==> config.mk <==
export PLATFORM = sky130hd
export DESIGN_NAME = branch_resolve_unit_flat
export DESIGN_NICKNAME = d
export VERILOG_FILES = /design/src/rtl/branch_resolve_unit_if.sv /design/src/rtl/branch_resolve_unit.sv /design/src/flat_wrapper.sv
export SDC_FILE = /design/constraint.sdc
export NUM_CORES = 1
export LEC_CHECK = 0
export ABC_AREA = 0
export BUFFER_PORTS_ARGS = -buffer_cell sky130_fd_sc_hd__buf_4
export CAP_MARGIN = 20
export CORE_MARGIN = 3
export CORE_UTILIZATION = 50
export CTS_CLUSTER_SIZE = 30
export DETAILED_ROUTE_END_ITERATION = 16
export GPL_ROUTABILITY_DRIVEN = 0
export PLACE_DENSITY = 0.76
export RECOVER_POWER = 100
export SYNTH_ARGS = -nofsm -noshare
export SYNTH_HDL_FRONTEND = slang
export SYNTH_SLANG_ARGS = --single-unit
==> constraint.sdc <==
create_clock -name clk -period 4.3 [get_ports clk]
set_input_delay 0.215 -clock clk [delete_from_list [all_inputs] [get_ports clk]]
set_output_delay 0.215 -clock clk [all_outputs]
set_load 0.02 [all_outputs]
==> src/rtl/branch_resolve_unit_if.sv <==
// Branch resolve unit bus interface.
// Bundles the IF-side prediction lookup and the ID-side resolve request and
// response. clk/rst are not part of the bundle.
//   master : pipeline side; drives if_pc and the ID request, reads results
//   slave  : branch_resolve_unit side
//   if_pc, pred_taken                       IF lookup / prediction
//   id_valid, id_pc, id_pred_taken,
//   branch_CMD, Rs_Value, Rt_value          ID resolve request
//   branch_Cond, mispredict                 ID resolve result (combinational)
interface branch_resolve_unit_if #(
  parameter int WORD_LEN = 32
);
  logic [WORD_LEN-1:0] if_pc;
  logic                pred_taken;
  logic                id_valid;
  logic [WORD_LEN-1:0] id_pc;
  logic                id_pred_taken;
  logic [2:0]          branch_CMD;
  logic [WORD_LEN-1:0] Rs_Value;
  logic [WORD_LEN-1:0] Rt_value;
  logic                branch_Cond;
  logic                mispredict;

  modport master (
    output if_pc, id_valid, id_pc, id_pred_taken, branch_CMD, Rs_Value, Rt_value,
    input  pred_taken, branch_Cond, mispredict
  );

  modport slave (
    input  if_pc, id_valid, id_pc, id_pred_taken, branch_CMD, Rs_Value, Rt_value,
    output pred_taken, branch_Cond, mispredict
  );
endinterface

==> src/rtl/branch_resolve_unit.sv <==
// branch_resolve_unit
// Resolves the branch condition of the instruction in ID and owns a
// PC-indexed table of 2-bit saturating counters that predicts direction at IF.
// Ports:
//   clk           rising-edge clock
//   rst           asynchronous, active-low reset
//   bru (slave)   IF lookup + ID resolve bundle (see branch_resolve_unit_if)
//   br_count      resolved branch/jump count (stats build only, else 0)
//   mispred_count mispredict count (stats build only, else 0)
// Optional feature: define BR_STATS_EN to build saturating statistic
// counters; when undefined the stats ports are tied to 0 with no flops.
module branch_resolve_unit #(
  parameter int WORD_LEN  = 32,
  parameter int PHT_DEPTH = 64,
  parameter int STAT_W    = 32
) (
  input  logic                  clk,
  input  logic                  rst,
  branch_resolve_unit_if.slave  bru,
  output logic [STAT_W-1:0]     br_count,
  output logic [STAT_W-1:0]     mispred_count
);
  localparam int IDX_W = $clog2(PHT_DEPTH);

  localparam logic [2:0] CMD_NONE = 3'd0;
  localparam logic [2:0] CMD_JUMP = 3'd1;
  localparam logic [2:0] CMD_BEQ  = 3'd2;
  localparam logic [2:0] CMD_BNE  = 3'd3;
  localparam logic [2:0] CMD_BEZ  = 3'd4;
  localparam logic [2:0] CMD_BLTZ = 3'd5;
  localparam logic [2:0] CMD_BGEZ = 3'd6;
  localparam logic [2:0] CMD_BGTZ = 3'd7;

  logic [1:0]       pht [PHT_DEPTH];
  logic [IDX_W-1:0] if_idx, id_idx;
  logic             cond_raw;
  logic             rs_zero, rs_neg;
  logic             pht_upd;

  // Word offset and upper PC bits are ignored; aliasing PCs share an entry.
  assign if_idx = bru.if_pc[IDX_W+1:2];
  assign id_idx = bru.id_pc[IDX_W+1:2];

  logic unused_pc_bits;
  assign unused_pc_bits = ^{bru.if_pc[WORD_LEN-1:IDX_W+2], bru.if_pc[1:0],
                            bru.id_pc[WORD_LEN-1:IDX_W+2], bru.id_pc[1:0]};

  // Lookup reads the registered table: a same-cycle update is not bypassed.
  assign bru.pred_taken = pht[if_idx][1];

  assign rs_zero = (bru.Rs_Value == '0);
  assign rs_neg  = bru.Rs_Value[WORD_LEN-1];

  always_comb begin
    cond_raw = 1'b0;
    case (bru.branch_CMD)
      CMD_NONE: cond_raw = 1'b0;
      CMD_JUMP: cond_raw = 1'b1;
      CMD_BEQ:  cond_raw = (bru.Rs_Value == bru.Rt_value);
      CMD_BNE:  cond_raw = (bru.Rs_Value != bru.Rt_value);
      CMD_BEZ:  cond_raw = rs_zero;
      CMD_BLTZ: cond_raw = rs_neg;
      CMD_BGEZ: cond_raw = ~rs_neg;
      CMD_BGTZ: cond_raw = ~rs_neg & ~rs_zero;
      default:  cond_raw = 1'b0;
    endcase
  end

  assign bru.branch_Cond = bru.id_valid & cond_raw;
  assign bru.mispredict  = bru.id_valid & (bru.branch_CMD != CMD_NONE) &
                           (bru.branch_Cond != bru.id_pred_taken);

  // Only conditional branches train; jumps are always taken and would just
  // pollute the entry.
  assign pht_upd = bru.id_valid & (bru.branch_CMD >= CMD_BEQ);

  always_ff @(posedge clk or negedge rst) begin
    if (!rst) begin
      for (int i = 0; i < PHT_DEPTH; i++) pht[i] <= 2'b01;
    end else if (pht_upd) begin
      if (bru.branch_Cond) begin
        if (pht[id_idx] != 2'b11) pht[id_idx] <= pht[id_idx] + 2'b01;
      end else begin
        if (pht[id_idx] != 2'b00) pht[id_idx] <= pht[id_idx] - 2'b01;
      end
    end
  end

`ifdef BR_STATS_EN
  logic br_evt;
  assign br_evt = bru.id_valid & (bru.branch_CMD != CMD_NONE);

  // Both counters stick at all-ones rather than wrapping.
  always_ff @(posedge clk or negedge rst) begin
    if (!rst) begin
      br_count      <= '0;
      mispred_count <= '0;
    end else begin
      if (br_evt && (br_count != '1))
        br_count <= br_count + STAT_W'(1);
      if (bru.mispredict && (mispred_count != '1))
        mispred_count <= mispred_count + STAT_W'(1);
    end
  end
`else
  assign br_count      = '0;
  assign mispred_count = '0;
`endif

endmodule
==> src/flat_wrapper.sv <==
// flat-port wrapper written by rule: the top's interface ports become plain ports
module branch_resolve_unit_flat 
#(
  parameter int WORD_LEN  = 32,
  parameter int PHT_DEPTH = 64,
  parameter int STAT_W    = 32
)
  (clk, rst, br_count, mispred_count, bru_if_pc, bru_id_valid, bru_id_pc, bru_id_pred_taken, bru_branch_CMD, bru_Rs_Value, bru_Rt_value, bru_pred_taken, bru_branch_Cond, bru_mispredict);
  branch_resolve_unit_if #(.WORD_LEN(WORD_LEN)) bru_i ();
  input  logic clk;
  input  logic rst;
  output logic [STAT_W-1:0] br_count;
  output logic [STAT_W-1:0] mispred_count;
  input wire logic [$bits(bru_i.if_pc)-1:0] bru_if_pc;
  input wire logic [$bits(bru_i.id_valid)-1:0] bru_id_valid;
  input wire logic [$bits(bru_i.id_pc)-1:0] bru_id_pc;
  input wire logic [$bits(bru_i.id_pred_taken)-1:0] bru_id_pred_taken;
  input wire logic [$bits(bru_i.branch_CMD)-1:0] bru_branch_CMD;
  input wire logic [$bits(bru_i.Rs_Value)-1:0] bru_Rs_Value;
  input wire logic [$bits(bru_i.Rt_value)-1:0] bru_Rt_value;
  output wire logic [$bits(bru_i.pred_taken)-1:0] bru_pred_taken;
  output wire logic [$bits(bru_i.branch_Cond)-1:0] bru_branch_Cond;
  output wire logic [$bits(bru_i.mispredict)-1:0] bru_mispredict;
  assign bru_i.if_pc = bru_if_pc;
  assign bru_i.id_valid = bru_id_valid;
  assign bru_i.id_pc = bru_id_pc;
  assign bru_i.id_pred_taken = bru_id_pred_taken;
  assign bru_i.branch_CMD = bru_branch_CMD;
  assign bru_i.Rs_Value = bru_Rs_Value;
  assign bru_i.Rt_value = bru_Rt_value;
  assign bru_pred_taken = bru_i.pred_taken;
  assign bru_branch_Cond = bru_i.branch_Cond;
  assign bru_mispredict = bru_i.mispredict;
  branch_resolve_unit #(.WORD_LEN(WORD_LEN), .PHT_DEPTH(PHT_DEPTH), .STAT_W(STAT_W)) u_core (.clk(clk), .rst(rst), .bru(bru_i), .br_count(br_count), .mispred_count(mispred_count));
endmodule
# After elaboration in Yosys (flattened, before gate mapping)
# Cells that the tools add are included.
[word_totals]
wordCells = 112
reg_bits = 128
output_inout_bits = 67
[op_classes]
reduce_logical = 7
magnitude_cmp = 4
bitwise = 9
eq_ne = 12
n_mux = 14
add_sub_neg = 2
[ops]
columns = ["cell", "n"]
rows = [
  ["two-way mux 128 bit", 3],
  ["bitwise mux 128 bit", 2],
  ["equality test 32 bit", 1],
  ["logical NOT 32 bit", 1],
  ["!= test 32 bit", 1],
  ["binary-select mux 2 bit (select 6 bit)", 2],
  [">= comparator 7 bit, second input constant", 2],
  ["inverter 6 -> 7 bit", 2],
  ["demux 2 bit (select 6 bit)", 1],
  ["equality test 3 bit, second input constant", 4],
  ["two-way mux 2 bit", 5],
  ["case mux 1 bit (8 select lines)", 1],
  ["< comparator 7 x 1 -> 1 bit, second input constant", 1],
  ["equality test 3 x 2 -> 1 bit, second input constant", 2],
  ["bitwise AND 1 bit", 5],
  ["!= test 2 bit, second input constant", 2],
  ["nonzero test 2 bit", 2],
  ["equality test 3 x 1 -> 1 bit, second input constant", 1],
  [">= comparator 3 x 2 -> 1 bit, second input constant", 1],
  ["logical NOT 3 bit", 1],
  ["AND reduction 3 bit", 1],
  ["nonzero test 3 bit", 1],
  ["adder 2 x 1 -> 2 bit, second input constant", 1],
  ["inverter 1 bit", 2],
  ["3 further kinds", 3],
]

# Longest topological paths before layout
[depth]
ltp_word = 8
mapped_depth = 16
depth_no_buf = 11

# Worst setup path before layout
# No wires, ideal clock.
[synth_timing]
path_kind = "input -> register"
start = "input bru_id_pc[3]"
end = "register u_core.pht[101] (netlist bit)"
n_path_buf = 4
setup_slack_ns = 0.927
cell_stages = 15
required_ns = 4.178
arrival_time_ns = 3.252
setup_time_ns = 0.122
path_cell_list = "and3b_1 clkbuf_1 a22o_1 a221oi_1 nand3_1 a22oi_1 and4_1 clkbuf_1 clkbuf_1 inv_1 ha_1 a2111oi_4 buf_6 o21bai_1 a32o_1"
[synth_between]
elab_chain_cells = 8
word_cells_on_any_way = 21
cone_classes = "add/sub (2); order compare (2); eq/ne (2); mux (10); bitwise (1); reduce/logical (4)"
[synth_lines]
columns = ["item", "line", "rtl"]
rows = [
  ["start: declaration", "flat_wrapper.sv:16", "input wire logic [$bits(bru_i.id_pc)-1:0] bru_id_pc;"],
  ["inverter 6 -> 7 bit (not written as such) (*)", "branch_resolve_unit.sv:82, branch_resolve_unit.sv:84", ""],
  ["binary-select mux 2 bit (select 6 bit) (tied with other cells)", "branch_resolve_unit.sv:82, branch_resolve_unit.sv:84", ""],
  ["two-way mux 2 bit (not written as such) or logical AND 1 bit (tied branches)", "branch_resolve_unit.sv:82, branch_resolve_unit.sv:84", ""],
  ["two-way mux 2 bit (not written as such)", "branch_resolve_unit.sv:82, branch_resolve_unit.sv:84", ""],
  ["subtractor 2 x 1 -> 2 bit (tied with other cells)", "branch_resolve_unit.sv:84", "if (pht[id_idx] != 2'b00) pht[id_idx] <= pht[id_idx] - 2'b01;"],
  ["bitwise mux 128 bit, on equally long branches", "branch_resolve_unit.sv:84, branch_resolve_unit.sv:82", ""],
  ["two-way mux 128 bit, on equally long branches", "branch_resolve_unit.sv:84, branch_resolve_unit.sv:82", ""],
  ["two-way mux 128 bit", "branch_resolve_unit.sv:81", "if (bru.branch_Cond) begin"],
  ["end: declaration", "branch_resolve_unit.sv:34", "logic [1:0] pht [PHT_DEPTH];"],
]
# Every way passes the cells marked *; elsewhere a longest branch is shown, timed or not. The select of a mux whose other input is x is not followed.
# A chain may end at the register's enable or synchronous reset.

==> summary.txt <==
maximum vdd drop = 0.0003317 V
# H-tree levels = 4
CTS max path bufs = 2
FF+latch count, synth = 128
CP arrival = 3.84 ns
sequential fraction of the synthesis area = 0.3916
count of input and output buffers = 85
gr ovfl total = 0
combinational family with the most area after synthesis = compound AO/OA/AOI/OAI gates
Multi-input gate area = 4533 um2
fin. max-slew vios = 0
filler cell count = 1330
Final period util = 0.8109
Post-Synth Adder-Cell Area = 0.002985
first-pass GRT wire length = 36480 um
full die area = 18360 um2
crit path max-delay cell type = nand3_1
setup TNS = 0 ns
Skew-Pair Late Insertion Delay = 0.43 ns
CP Launch Type = input pin
Routed Antenna Nets = 0
1st-pass router iterations = 5
Post-synth EDFFs = 0
top_reg_cell synth = dfstp_2
WS Path Type = input pin to register
Post-CTS Setup Bufs = 0
PD cells = 375.9 nW/um2
Yosys cell types = 40
Root Driver = clkbuf_16
DIE WIDTH = 135.5 um
RSZ-0062 raised after global routing = false
status = finished, final reports clean
Fin Hold WS = 0.3108 ns
post-synthesis simple-gate area fraction = 0.07806
final hold vios = 0
synth cell count leaders = clkbuf_1, nand2_1, a22oi_1
Synth Area in Compound Gates = 0.2478
drt drc = 0
GRT Total Usage = 0.2556
row count = 46
area of placed instances = 9035 um2
DP HPWL = 14900 um
synthesis-to-finish area growth = 15.70%
Sequential Area = 3283 um2
mapped cell area = 8383 um2
DR vias = 7037
Initial Util = 0.5183
maximum clock frequency = 0.2868 GHz
most frequent cell after synthesis = clkbuf_1
top cells by area, synth = dfstp_2, dfrtp_1, mux2_2
die height = 135.5 um
Fin Clk Skew = 0.006600 ns
vias in the first global route = 6891
Worst slew margin = 0.4005
CP Cell Sequence = clkbuf_1, nor3b_2, buf_4, a22oi_1, nand4_1, a22oi_1, and4_1, ha_1, nor2_1, nand3_1, buf_12, a21oi_1, mux2_2
share of the synthesized area in the top cell type = 0.2006
post-place setup slack = 0.8503 ns
Crit path max-delay family = simple AND/OR/NAND/NOR gates
routed vias/inst = 6.492
async set-or-reset flop fraction in the synthesized netlist = 1.000
pin count of the biggest net entering global routing = 115
mux cell area share after synthesis = 0.1437
TritonCTS buffer count = 17
CP Buf/Inv Count = 3
TritonCTS clock tree = yes
final number of setup-violating endpoints = 0
Req. time, crit path = 4.66 ns
Avg Inst Size Synth = 10.41 um2
Leakage = 0.004307 uW
# diodes = 0
share of layout cells above drive strength 1 = 0.3479
Synth warnings = 0
Yosys top cell by area = dfstp_2
worst hold path class = input pin to register
Post-Route WL = 23490 um
initial antenna violation count = 0
Final WS setup = 0.8133 ns
Clock transition at path regs = 0.06 ns
post-layout instance area = 9699 um2
MaxCap Viol Count = 0
CP max stage delay = 0.64 ns
Iter 0 DRT Violations = 740
Worst Path Max Fanout = 32
WL/cell = 21.67 um
Slew @ Worst Pin = 0.8993 ns
xor-xnor portion of the synthesized cell area = 0.03448
Layout Utilization = 0.5997
total core area = 16170 um2
Gate Count Post-Synth = 805
post-route minimum period = 3.487 ns
Crit. End Element = register
nets = 992
crit-path most repeated cell = a22oi_1
CTS Sinks = 128
io pins = 202
where the power goes:
part	total [uW]	leakage, uW	internal (uW)	switching [uW]
logic	553	0.00242	213	340
clock network	1680	0.000334	1120	563
registers	1410	0.00155	1350	59.2
kinds of logic after synthesis:
| family | count (synthesis) |
|---|---|
| buf+inv | 149 |
| mux | 86 |
| fa+ha+maj | 2 |
| xor+xnor | 33 |
| compound gates | 273 |
| simple gates | 133 |
| flops | 128 |
| other cells | 1 |
worst paths after layout:
kind	startpoint	end	slack (ns)	depth (start not counted)
worst max-delay path	bru_id_pc[3]	register	0.81	13
min in group asynchronous	rst	u_core.pht[9]	0.44	2
worst min-delay path	bru_id_pc[6]	u_core.pht[119]	0.31	3
worst max register to register	register	register	1.02	10
max in group asynchronous	rst	u_core.pht[77]	2.77	3
worst min register to register	u_core.pht[89]	u_core.pht[89]	0.52	1
area by class of cell:
cell class                      instances  share of cell area
Clock buffer                           19             0.04670
Clock inverter                         13             0.02399
Inverter                                2           0.0007740
Multi-Input combinational cell        591              0.4674
Sequential cell                       128              0.3385
Tap cell                              216             0.02786
Timing Repair Buffer                  115             0.09481
routing by layer:
metal,track usage,vias to the layer above,wire length (um),share of wire
li1,-,3055,-,-
met1,0.3194,3519,9100,0.39
met2,0.4198,408,11380,0.48
met3,0.07429,55,2374,0.10
met4,0.1008,0,638,0.027
met5,0,-,0,0
worst min-delay path, cell delays in order:
cell and delay (ns):
buf_4 0.14, nor3_2 0.10, a32o_1 0.24
cells in the final DEF, fill, tap and decap left out, drive strengths merged, types with 4 or more instances in the layout:
| master | count |
|---|---|
| a21oi | 64 |
| a22o | 5 |
| a22oi | 66 |
| a32o | 64 |
| buf | 108 |
| bufinv | 6 |
| clkbuf | 25 |
| clkinv | 5 |
| conb | 64 |
| dfrtp | 64 |
| dfstp | 64 |
| mux2 | 65 |
| mux4 | 21 |
| nand2 | 69 |
| nand3 | 4 |
| nand4 | 18 |
| nor2 | 5 |
| nor3 | 4 |
| nor3b | 7 |
| nor4 | 16 |
| o21bai | 64 |
| xor2 | 31 |
per-stage QoR:
| step | std cells | power [uW] |
|---|---|---|
| 5_1_grt | 1084 | 3774 |
| 3_5_place_dp | 1051 | 1974 |
| 2_1_floorplan | 868 | 1801 |
| 3_3_place_gp | 1051 | 1959 |
| 4_1_cts | 1084 | 3666 |
| 6_report | 1084 | 3646 |
timing repair:
| item | 4_1_cts | 5_1_grt |
|---|---|---|
| hold buffers | 1 | 0 |
| resized for setup | 0 | 0 |
| hold endpoints to repair | 14 | 0 |
No activity file was read; power rests on OpenSTA's default activity.
